## config.mk

```make
export PLATFORM = sky130hd
export DESIGN_NAME = program_loader_flat
export DESIGN_NICKNAME = d
export VERILOG_FILES = /design/src/rtl/program_loader_if.sv /design/src/rtl/program_loader.sv /design/src/flat_wrapper.sv
export SDC_FILE = /design/constraint.sdc
export NUM_CORES = 1
export LEC_CHECK = 0
export BUFFER_PORTS_ARGS = -buffer_cell sky130_fd_sc_hd__buf_2
export CAP_MARGIN = 10
export CORE_MARGIN = 5
export CORE_UTILIZATION = 50
export CTS_CLUSTER_DIAMETER = 200
export DETAILED_ROUTE_END_ITERATION = 6
export PLACE_DENSITY = 0.66
export SETUP_SLACK_MARGIN = 0.5
export SYNTH_ARGS = -nofsm -noshare
export SYNTH_HDL_FRONTEND = slang
export SYNTH_SLANG_ARGS = --single-unit
```

## constraint.sdc

```tcl
create_clock -name clk -period 3 [get_ports clk]
set_input_delay 0.15 -clock clk [delete_from_list [all_inputs] [get_ports clk]]
set_output_delay 0.15 -clock clk [all_outputs]
set_load 0.005 [all_outputs]
```

## src/rtl/program_loader_if.sv

```systemverilog
// Byte-stream input and program-RAM write bus of the program loader.
// The master drives received bytes; the slave (the loader) drives RAM writes and status.
interface program_loader_if;
  logic [7:0] rx_data;
  logic       rx_valid;
  logic       mem_we;
  logic [7:0] mem_addr;
  logic [7:0] mem_data;
  logic       cpu_hold;
  logic       done;
  logic       err;

  modport master (
    output rx_data, rx_valid,
    input  mem_we, mem_addr, mem_data, cpu_hold, done, err
  );

  modport slave (
    input  rx_data, rx_valid,
    output mem_we, mem_addr, mem_data, cpu_hold, done, err
  );
endinterface

```

## src/rtl/program_loader.sv

```systemverilog
// Receives a framed program image (SYNC, LEN, data, CHK) and writes it into program RAM,
// holding the CPU in reset for the duration of each frame.
module program_loader #(
  parameter int         SIZE    = 256,
  parameter logic [7:0] SYNC    = 8'hA5,
  parameter int         TIMEOUT = 100000
) (
  input logic             clk,
  input logic             rst,
  program_loader_if.slave bus
);
  localparam int            IW        = $clog2(TIMEOUT + 1);
  localparam logic [IW-1:0] IDLE_LAST = IW'(TIMEOUT - 1);
  localparam logic [9:0]    SIZE_W    = 10'(SIZE);

  typedef enum logic [1:0] {ST_IDLE, ST_LEN, ST_DATA, ST_SUM} state_e;

  state_e        state_q, state_d;
  logic [8:0]    cnt_q, cnt_d;
  logic [7:0]    addr_q, addr_d;
  logic [7:0]    acc_q, acc_d;
  logic [IW-1:0] idle_q, idle_d;
  logic          mem_we_q, mem_we_d;
  logic [7:0]    mem_addr_q, mem_addr_d;
  logic [7:0]    mem_data_q, mem_data_d;
  logic          cpu_hold_q, cpu_hold_d;
  logic          done_q, done_d;
  logic          err_q, err_d;

  logic          rx_sync;
  logic [8:0]    len_n;
  logic          len_bad;
  logic [7:0]    acc_sum;
  logic          timeout;

  assign rx_sync = bus.rx_valid && (bus.rx_data == SYNC);
  assign len_n   = (bus.rx_data == 8'd0) ? 9'd256 : {1'b0, bus.rx_data};
  assign len_bad = {1'b0, len_n} > SIZE_W;
  assign acc_sum = acc_q + bus.rx_data;
  // A strobe in the same cycle always wins over an expiring idle counter.
  assign timeout = (state_q != ST_IDLE) && !bus.rx_valid && (idle_q == IDLE_LAST);

  always_ff @(posedge clk) begin
    if (!rst) state_q <= ST_IDLE;
    else      state_q <= state_d;
  end

  always_comb begin
    state_d = state_q;
    unique case (state_q)
      ST_IDLE: if (rx_sync) state_d = ST_LEN;
      ST_LEN: begin
        if (timeout)           state_d = ST_IDLE;
        else if (bus.rx_valid) state_d = len_bad ? ST_IDLE : ST_DATA;
      end
      ST_DATA: begin
        if (timeout)                            state_d = ST_IDLE;
        else if (bus.rx_valid && cnt_q == 9'd1) state_d = ST_SUM;
      end
      ST_SUM: if (timeout || bus.rx_valid) state_d = ST_IDLE;
      default: state_d = ST_IDLE;
    endcase
  end

  always_comb begin
    cnt_d      = cnt_q;
    addr_d     = addr_q;
    acc_d      = acc_q;
    idle_d     = (state_q == ST_IDLE || bus.rx_valid) ? '0 : idle_q + 1'b1;
    mem_we_d   = 1'b0;
    mem_addr_d = mem_addr_q;
    mem_data_d = mem_data_q;
    cpu_hold_d = cpu_hold_q;
    done_d     = done_q;
    err_d      = err_q;
    if (timeout) begin
      err_d      = 1'b1;
      cpu_hold_d = 1'b0;
    end else begin
      unique case (state_q)
        ST_IDLE: begin
          if (rx_sync) begin
            cpu_hold_d = 1'b1;
            done_d     = 1'b0;
            err_d      = 1'b0;
            addr_d     = 8'd0;
            acc_d      = 8'd0;
          end
        end
        ST_LEN: begin
          if (bus.rx_valid) begin
            cnt_d = len_n;
            acc_d = acc_sum;
            if (len_bad) begin
              err_d      = 1'b1;
              cpu_hold_d = 1'b0;
            end
          end
        end
        ST_DATA: begin
          if (bus.rx_valid) begin
            mem_we_d   = 1'b1;
            mem_addr_d = addr_q;
            mem_data_d = bus.rx_data;
            addr_d     = addr_q + 8'd1;
            acc_d      = acc_sum;
            cnt_d      = cnt_q - 9'd1;
          end
        end
        ST_SUM: begin
          if (bus.rx_valid) begin
            done_d     = (acc_sum == 8'd0);
            err_d      = (acc_sum != 8'd0);
            cpu_hold_d = 1'b0;
          end
        end
        default: ;
      endcase
    end
  end

  always_ff @(posedge clk) begin
    if (!rst) begin
      cnt_q      <= '0;
      addr_q     <= '0;
      acc_q      <= '0;
      idle_q     <= '0;
      mem_we_q   <= 1'b0;
      mem_addr_q <= '0;
      mem_data_q <= '0;
      cpu_hold_q <= 1'b0;
      done_q     <= 1'b0;
      err_q      <= 1'b0;
    end else begin
      cnt_q      <= cnt_d;
      addr_q     <= addr_d;
      acc_q      <= acc_d;
      idle_q     <= idle_d;
      mem_we_q   <= mem_we_d;
      mem_addr_q <= mem_addr_d;
      mem_data_q <= mem_data_d;
      cpu_hold_q <= cpu_hold_d;
      done_q     <= done_d;
      err_q      <= err_d;
    end
  end

  assign bus.mem_we   = mem_we_q;
  assign bus.mem_addr = mem_addr_q;
  assign bus.mem_data = mem_data_q;
  assign bus.cpu_hold = cpu_hold_q;
  assign bus.done     = done_q;
  assign bus.err      = err_q;
endmodule

```

## src/flat_wrapper.sv

```systemverilog
// flat-port wrapper written by rule: the top's interface ports become plain ports
module program_loader_flat 
#(
  parameter int         SIZE    = 256,
  parameter logic [7:0] SYNC    = 8'hA5,
  parameter int         TIMEOUT = 100000
)
  (clk, rst, bus_rx_data, bus_rx_valid, bus_mem_we, bus_mem_addr, bus_mem_data, bus_cpu_hold, bus_done, bus_err);
  program_loader_if bus_i ();
  input logic clk;
  input logic rst;
  input wire logic [$bits(bus_i.rx_data)-1:0] bus_rx_data;
  input wire logic [$bits(bus_i.rx_valid)-1:0] bus_rx_valid;
  output wire logic [$bits(bus_i.mem_we)-1:0] bus_mem_we;
  output wire logic [$bits(bus_i.mem_addr)-1:0] bus_mem_addr;
  output wire logic [$bits(bus_i.mem_data)-1:0] bus_mem_data;
  output wire logic [$bits(bus_i.cpu_hold)-1:0] bus_cpu_hold;
  output wire logic [$bits(bus_i.done)-1:0] bus_done;
  output wire logic [$bits(bus_i.err)-1:0] bus_err;
  assign bus_i.rx_data = bus_rx_data;
  assign bus_i.rx_valid = bus_rx_valid;
  assign bus_mem_we = bus_i.mem_we;
  assign bus_mem_addr = bus_i.mem_addr;
  assign bus_mem_data = bus_i.mem_data;
  assign bus_cpu_hold = bus_i.cpu_hold;
  assign bus_done = bus_i.done;
  assign bus_err = bus_i.err;
  program_loader #(.SIZE(SIZE), .SYNC(SYNC), .TIMEOUT(TIMEOUT)) u_core (.clk(clk), .rst(rst), .bus(bus_i));
endmodule
```

# Word level (Yosys, flattened, before mapping)
# Cells that the tools add are included.
# Widths: inputs -> output; s select.
[classes] add_sub_neg=4 n_lt_le_gt_ge=1 eq_ne=18 muxes=31 bitwise=3 reduce_logical=30
[ops] operator="$pmux 8 s2" n=2
[ops] operator="$mux 9" n=3
[ops] operator="$mux 8" n=3
[ops] operator="$reduce_and 4->1" n=5
[ops] operator="$pmux 9 s2" n=1
[ops] operator="$add 17x1->17 const B" n=1
[ops] operator="$eq 17x17->1 const B" n=1
[ops] operator="$logic_not 8->1" n=2
[ops] operator="$mux 2" n=7
[ops] operator="$mux 1" n=11
[ops] operator="$reduce_and 5->1" n=2
[ops] operator="$reduce_bool 2->1" n=5
[ops] operator="$eq 9x1->1 const B" n=1
[ops] operator="$gt 9x9->1 const B" n=1
[ops] operator="$ne 3x1->1 const B" n=3
[ops] operator="$sub 9x1->9 const B" n=1
[ops] operator="$add 8x1->8 const B" n=1
[ops] operator="$add 8x8->8" n=1
[ops] operator="$eq 8x8->1 const B" n=1
[ops] operator="$ne 2x1->1 const B" n=4
[ops] operator="$pmux 2 s4" n=1
[ops] operator="$reduce_bool 8->1" n=1
[ops] operator="$ne 2x2->1 const B" n=3
[ops] operator="$ne 3x2->1 const B" n=2
[ops] operator="14 further kinds" n=24
[totals] ff_bits=64 inputBits=11 out_inout_bits=20 elab_cells=98

# Longest topological paths before layout
[logic_depth] depth_word=7 depth_mapped=9 ltp_nobuf=7

# Worst setup path after synthesis
# OpenSTA, ideal clock, no wires.
[synth_timing] path_type="register -> register" startpoint="reg u_core.acc_q[0]" endpoint="reg u_core.err_q, in the netlist u_core.bus.err" setup_time_ps=86 t_arrival_ps=2036 required_ps=2914 path_slack_ps=878 stages_incl_launch_ff=8 path_buffers=0 synth_period_minus_slack_ps=2122 path_cell_list="dfxtp_1 -> ha_1 -> fa_1 -> a211o_1 -> and3_1 -> o311ai_1 -> o41ai_1 -> a211oi_1"
[synth_via] elab_chain_cells=5
[synth_rtl] element="from (decl)" line="program_loader.sv:21" source="logic [7:0] acc_q, acc_d;"
[synth_rtl] element="from (signal assigned)" line="program_loader.sv:126" source="acc_q <= '0;"
[synth_rtl] element="from (signal assigned)" line="program_loader.sv:137" source="acc_q <= acc_d;"
[synth_rtl] element="$add 8x8->8" line="program_loader.sv:39" source="assign acc_sum = acc_q + bus.rx_data;"
[synth_rtl] element="$reduce_bool 8->1" line="program_loader.sv:113" source="err_d = (acc_sum != 8'd0);"
[synth_rtl] element="$mux 1" line="program_loader.sv:111" source="if (bus.rx_valid) begin"
[synth_rtl] element="$pmux 1 s3" line="program_loader.sv:80" source="unique case (state_q)"
[synth_rtl] element="$mux 1" line="program_loader.sv:76" source="if (timeout) begin"
[synth_rtl] element="to (signal assigned)" line="program_loader.sv:144" source="err_q <= err_d;"
[synth_rtl] element="to (decl)" line="program_loader.sv:28" source="logic err_q, err_d;"
# No other way between the ends. The select of a mux whose other input is x is not followed.
# A chain may end at the register's enable or synchronous reset.

# Final worst setup path
# Ends and elaborated chain as after synthesis.

==> impl_metrics.json <==
{
  "place_congestion": 0.828,
  "wirelength_um": 7910,
  "synth_most_common_cell": "dfxtp_1",
  "netlist_area_mm2": 0.00332,
  "p_leak_uw": 0.00139,
  "ys_ff_latch": 64,
  "tightest_slew_ns": 0.639,
  "vdd_drop_max_uv": 251,
  "synth-edff-count": 0,
  "path_max_fanout": 3,
  "timing.fmax_mhz": 433,
  "holdWs_ns": 0.0885,
  "worstPathArrival_ns": 2.57,
  "slew_viol_final": 0,
  "grt_usage": 0.191,
  "cp.required_ns": 3.26,
  "endpoint_kind": "flip-flop",
  "max_slew_margin": 0.574,
  "synth-xor-area-share": 0.0448,
  "synthCells": 401,
  "clock_latency_ns": 0.35,
  "fin_crit_sh": 0.770,
  "grt_pass1_wl_um": 13100,
  "rsz0062_at_grt": "no",
  "synth-simple-area-share": 0.256,
  "htree_levels": 3,
  "status": "finished clean",
  "post_synth.cell_area_avg_um2": 8.28,
  "synth-adder-area-share": 0.0663,
  "routedWlPerCell_um": 15.5,
  "final_area_mm2": 0.00375,
  "die_w_um": 91.5,
  "route.met3.wl_um": 356,
  "crit_type": "reg2reg",
  "antenna_found_initial": 0,
  "grt_pass1_vias": 2748,
  "max-cap-violations": 0,
  "core_mm2": 0.00642,
  "tns_ns": 0,
  "syn_to_final_growth_pct": 12.9,
  "ctsRootBufferMaster": "clkbuf_8",
  "vias": 3008,
  "hold_path.class": "in2reg",
  "place_hpwl_um": 5490,
  "dieArea_mm2": 0.00837,
  "synth_nets": 429,
  "drc": 0,
  "cp-startpoint": "u_core.acc_q[0]$_SDFFE_PN0P_",
  "synthDistinctLibCells": 59,
  "start_util": 0.517,
  "finClkSkew_ns": 0.00919,
  "async_flop_share": 0,
  "antenna_cells": 0,
  "synth_area_leaders": "dfxtp_1 39%, a21oi_1 7.1%, nand2_1 7.0%",
  "yosysTopAreaCell": "dfxtp_1",
  "clk_pin_slew_ns": 0.08,
  "portBuffers": 30,
  "ys_warn_count": 0,
  "ios": 31,
  "postRouteAntennaNets": 0,
  "die_h_um": 91.5,
  "synth_top_family_by_area": "simple AND/OR/NAND/NOR gates",
  "drive_gt1_frac": 0.154,
  "rows": 29,
  "wl_met1_um": 3740,
  "cts_tree": "done",
  "route.met2.wl_um": 3700,
  "via_per_inst": 5.88,
  "hold_viol": 0,
  "cts-buffers-inserted": 9,
  "clock_sinks": 64,
  "placed_area_mm2": 0.00352,
  "grt-ovfl-total": 0,
  "fin_nets": 458,
  "worstHoldStart": "bus_rx_data[2]",
  "synthFlopType": "dfxtp_1",
  "crit-reg2reg-launch": "u_core.acc_q[0]$_SDFFE_PN0P_",
  "yosysTopAreaCellShare": 0.386,
  "cp-start-kind": "flip-flop",
  "grt_max_degree": 35,
  "dr.max_layer_used": "met4",
  "drt_iter0_markers": 163,
  "drt_pass1_iterations": 4,
  "synth_compound_area_frac": 0.205,
  "power.density_mw_per_mm2": 481,
  "finalSetupViolCount": 0,
  "synth_common_cells": "64 x dfxtp_1, 62 x nand2_1, 47 x a21oi_1",
  "final.min_clock_period_ns": 2.31,
  "clock_path_buffers": 2,
  "synthMuxAreaShare": 0.00942,
  "ys_seq_area_frac": 0.386
}
-- worst paths after layout --
check / endpoint / slack (ns) / depth (start not counted)
max: u_core.bus.err$_SDFFE_PN0P_ / 0.69 / 7
min: u_core.bus.mem_data[2]$_SDFFE_PN0P_ / 0.09 / 3
max reg2reg: u_core.bus.err$_SDFFE_PN0P_ / 0.69 / 7
min reg2reg: u_core.bus.mem_addr[4]$_SDFFE_PN0P_ / 0.45 / 2
-- cells by family (layout without fill, tap and decap cells) --
group,Yosys count,after routing
XOR/XNOR,17,17
flip-flops,64,64
multiplexers,3,3
AO/OA/AOI/OAI,104,104
AND/OR/NAND/NOR,169,169
buffers and inverters,27,61
adder cells (fa/ha/maj),17,17
-- metrics by stage --
| stage | utilization | total power (uW) | worst slack (ns) | instances |
|---|---|---|---|---|
| 2_1_floorplan | - | 978 | 0.878 | 401 |
| 3_3_place_gp | 0.549 | 1020 | 0.753 | 495 |
| 3_5_place_dp | 0.549 | 1030 | 0.702 | 495 |
| 4_1_cts | 0.582 | 1820 | 0.691 | 511 |
| 5_1_grt | 0.584 | 1880 | 0.560 | 512 |
| 6_report | 0.584 | 1800 | 0.691 | 512 |
-- state kept, by name, indices dropped and copies added (netlist names) --
register,flops
u_core.idle_q,17
u_core.bus.cpu_hold,1
u_core.bus.done,1
u_core.bus.mem_we,1
u_core.acc_q,8
u_core.bus.mem_data,8
u_core.bus.err,1
u_core.bus.mem_addr,8
u_core.cnt_q,9
u_core.addr_q,8
u_core.state_q,2
-- area by class of cell --
| type | instances | area (um^2) |
|---|---|---|
| well taps | 77 | 96.3 |
| clock inverters | 4 | 51.3 |
| flip-flops and latches | 64 | 1280 |
| clock buffers | 12 | 165 |
| repair buffers | 34 | 180 |
| multi-input cells | 310 | 1930 |
| inverters | 11 | 41.3 |
| fillers | 591 | 2670 |
-- where the power goes --
group	total (uW)	internal, uW	switching (uW)
clock	796	452	344
combinational	147	49.8	96.8
sequential	862	856	6.32
-- routing by layer --
layer	global-route usage	vias up
met4	0.0729	0
met3	0.0488	13
li1	-	1513
met2	0.299	62
met1	0.252	1420
met5	0	-
-- placed cells by master, fill, tap and decap left out, types with 7 or more instances in the layout --
cell type,count
dfxtp_1,64
nand2_1,62
a21oi_1,47
nor2_1,36
buf_2,30
ha_1,15
o21ai_0,14
xor2_1,13
nand4_1,13
clkbuf_8,12
nand3_1,11
inv_1,10
nor3_1,7
-- what timing repair did --
| action | CTS | global route |
|---|---|---|
| hold buffers | 0 | 0 |
| endpoints found under the setup margin | 0 | 6 |
| resized for setup | 0 | 2 |
| buffers inserted | 0 | 1 |
-- critical path: stages, from the launching register on --
cell      delay, ns
dfxtp_1        0.32
ha_1           0.22
fa_1           0.41
a211o_1        0.30
and3_1         0.20
o311ai_1       0.38
o41ai_1        0.16
a211oi_1       0.23
Power figures use the tool's default switching activity.
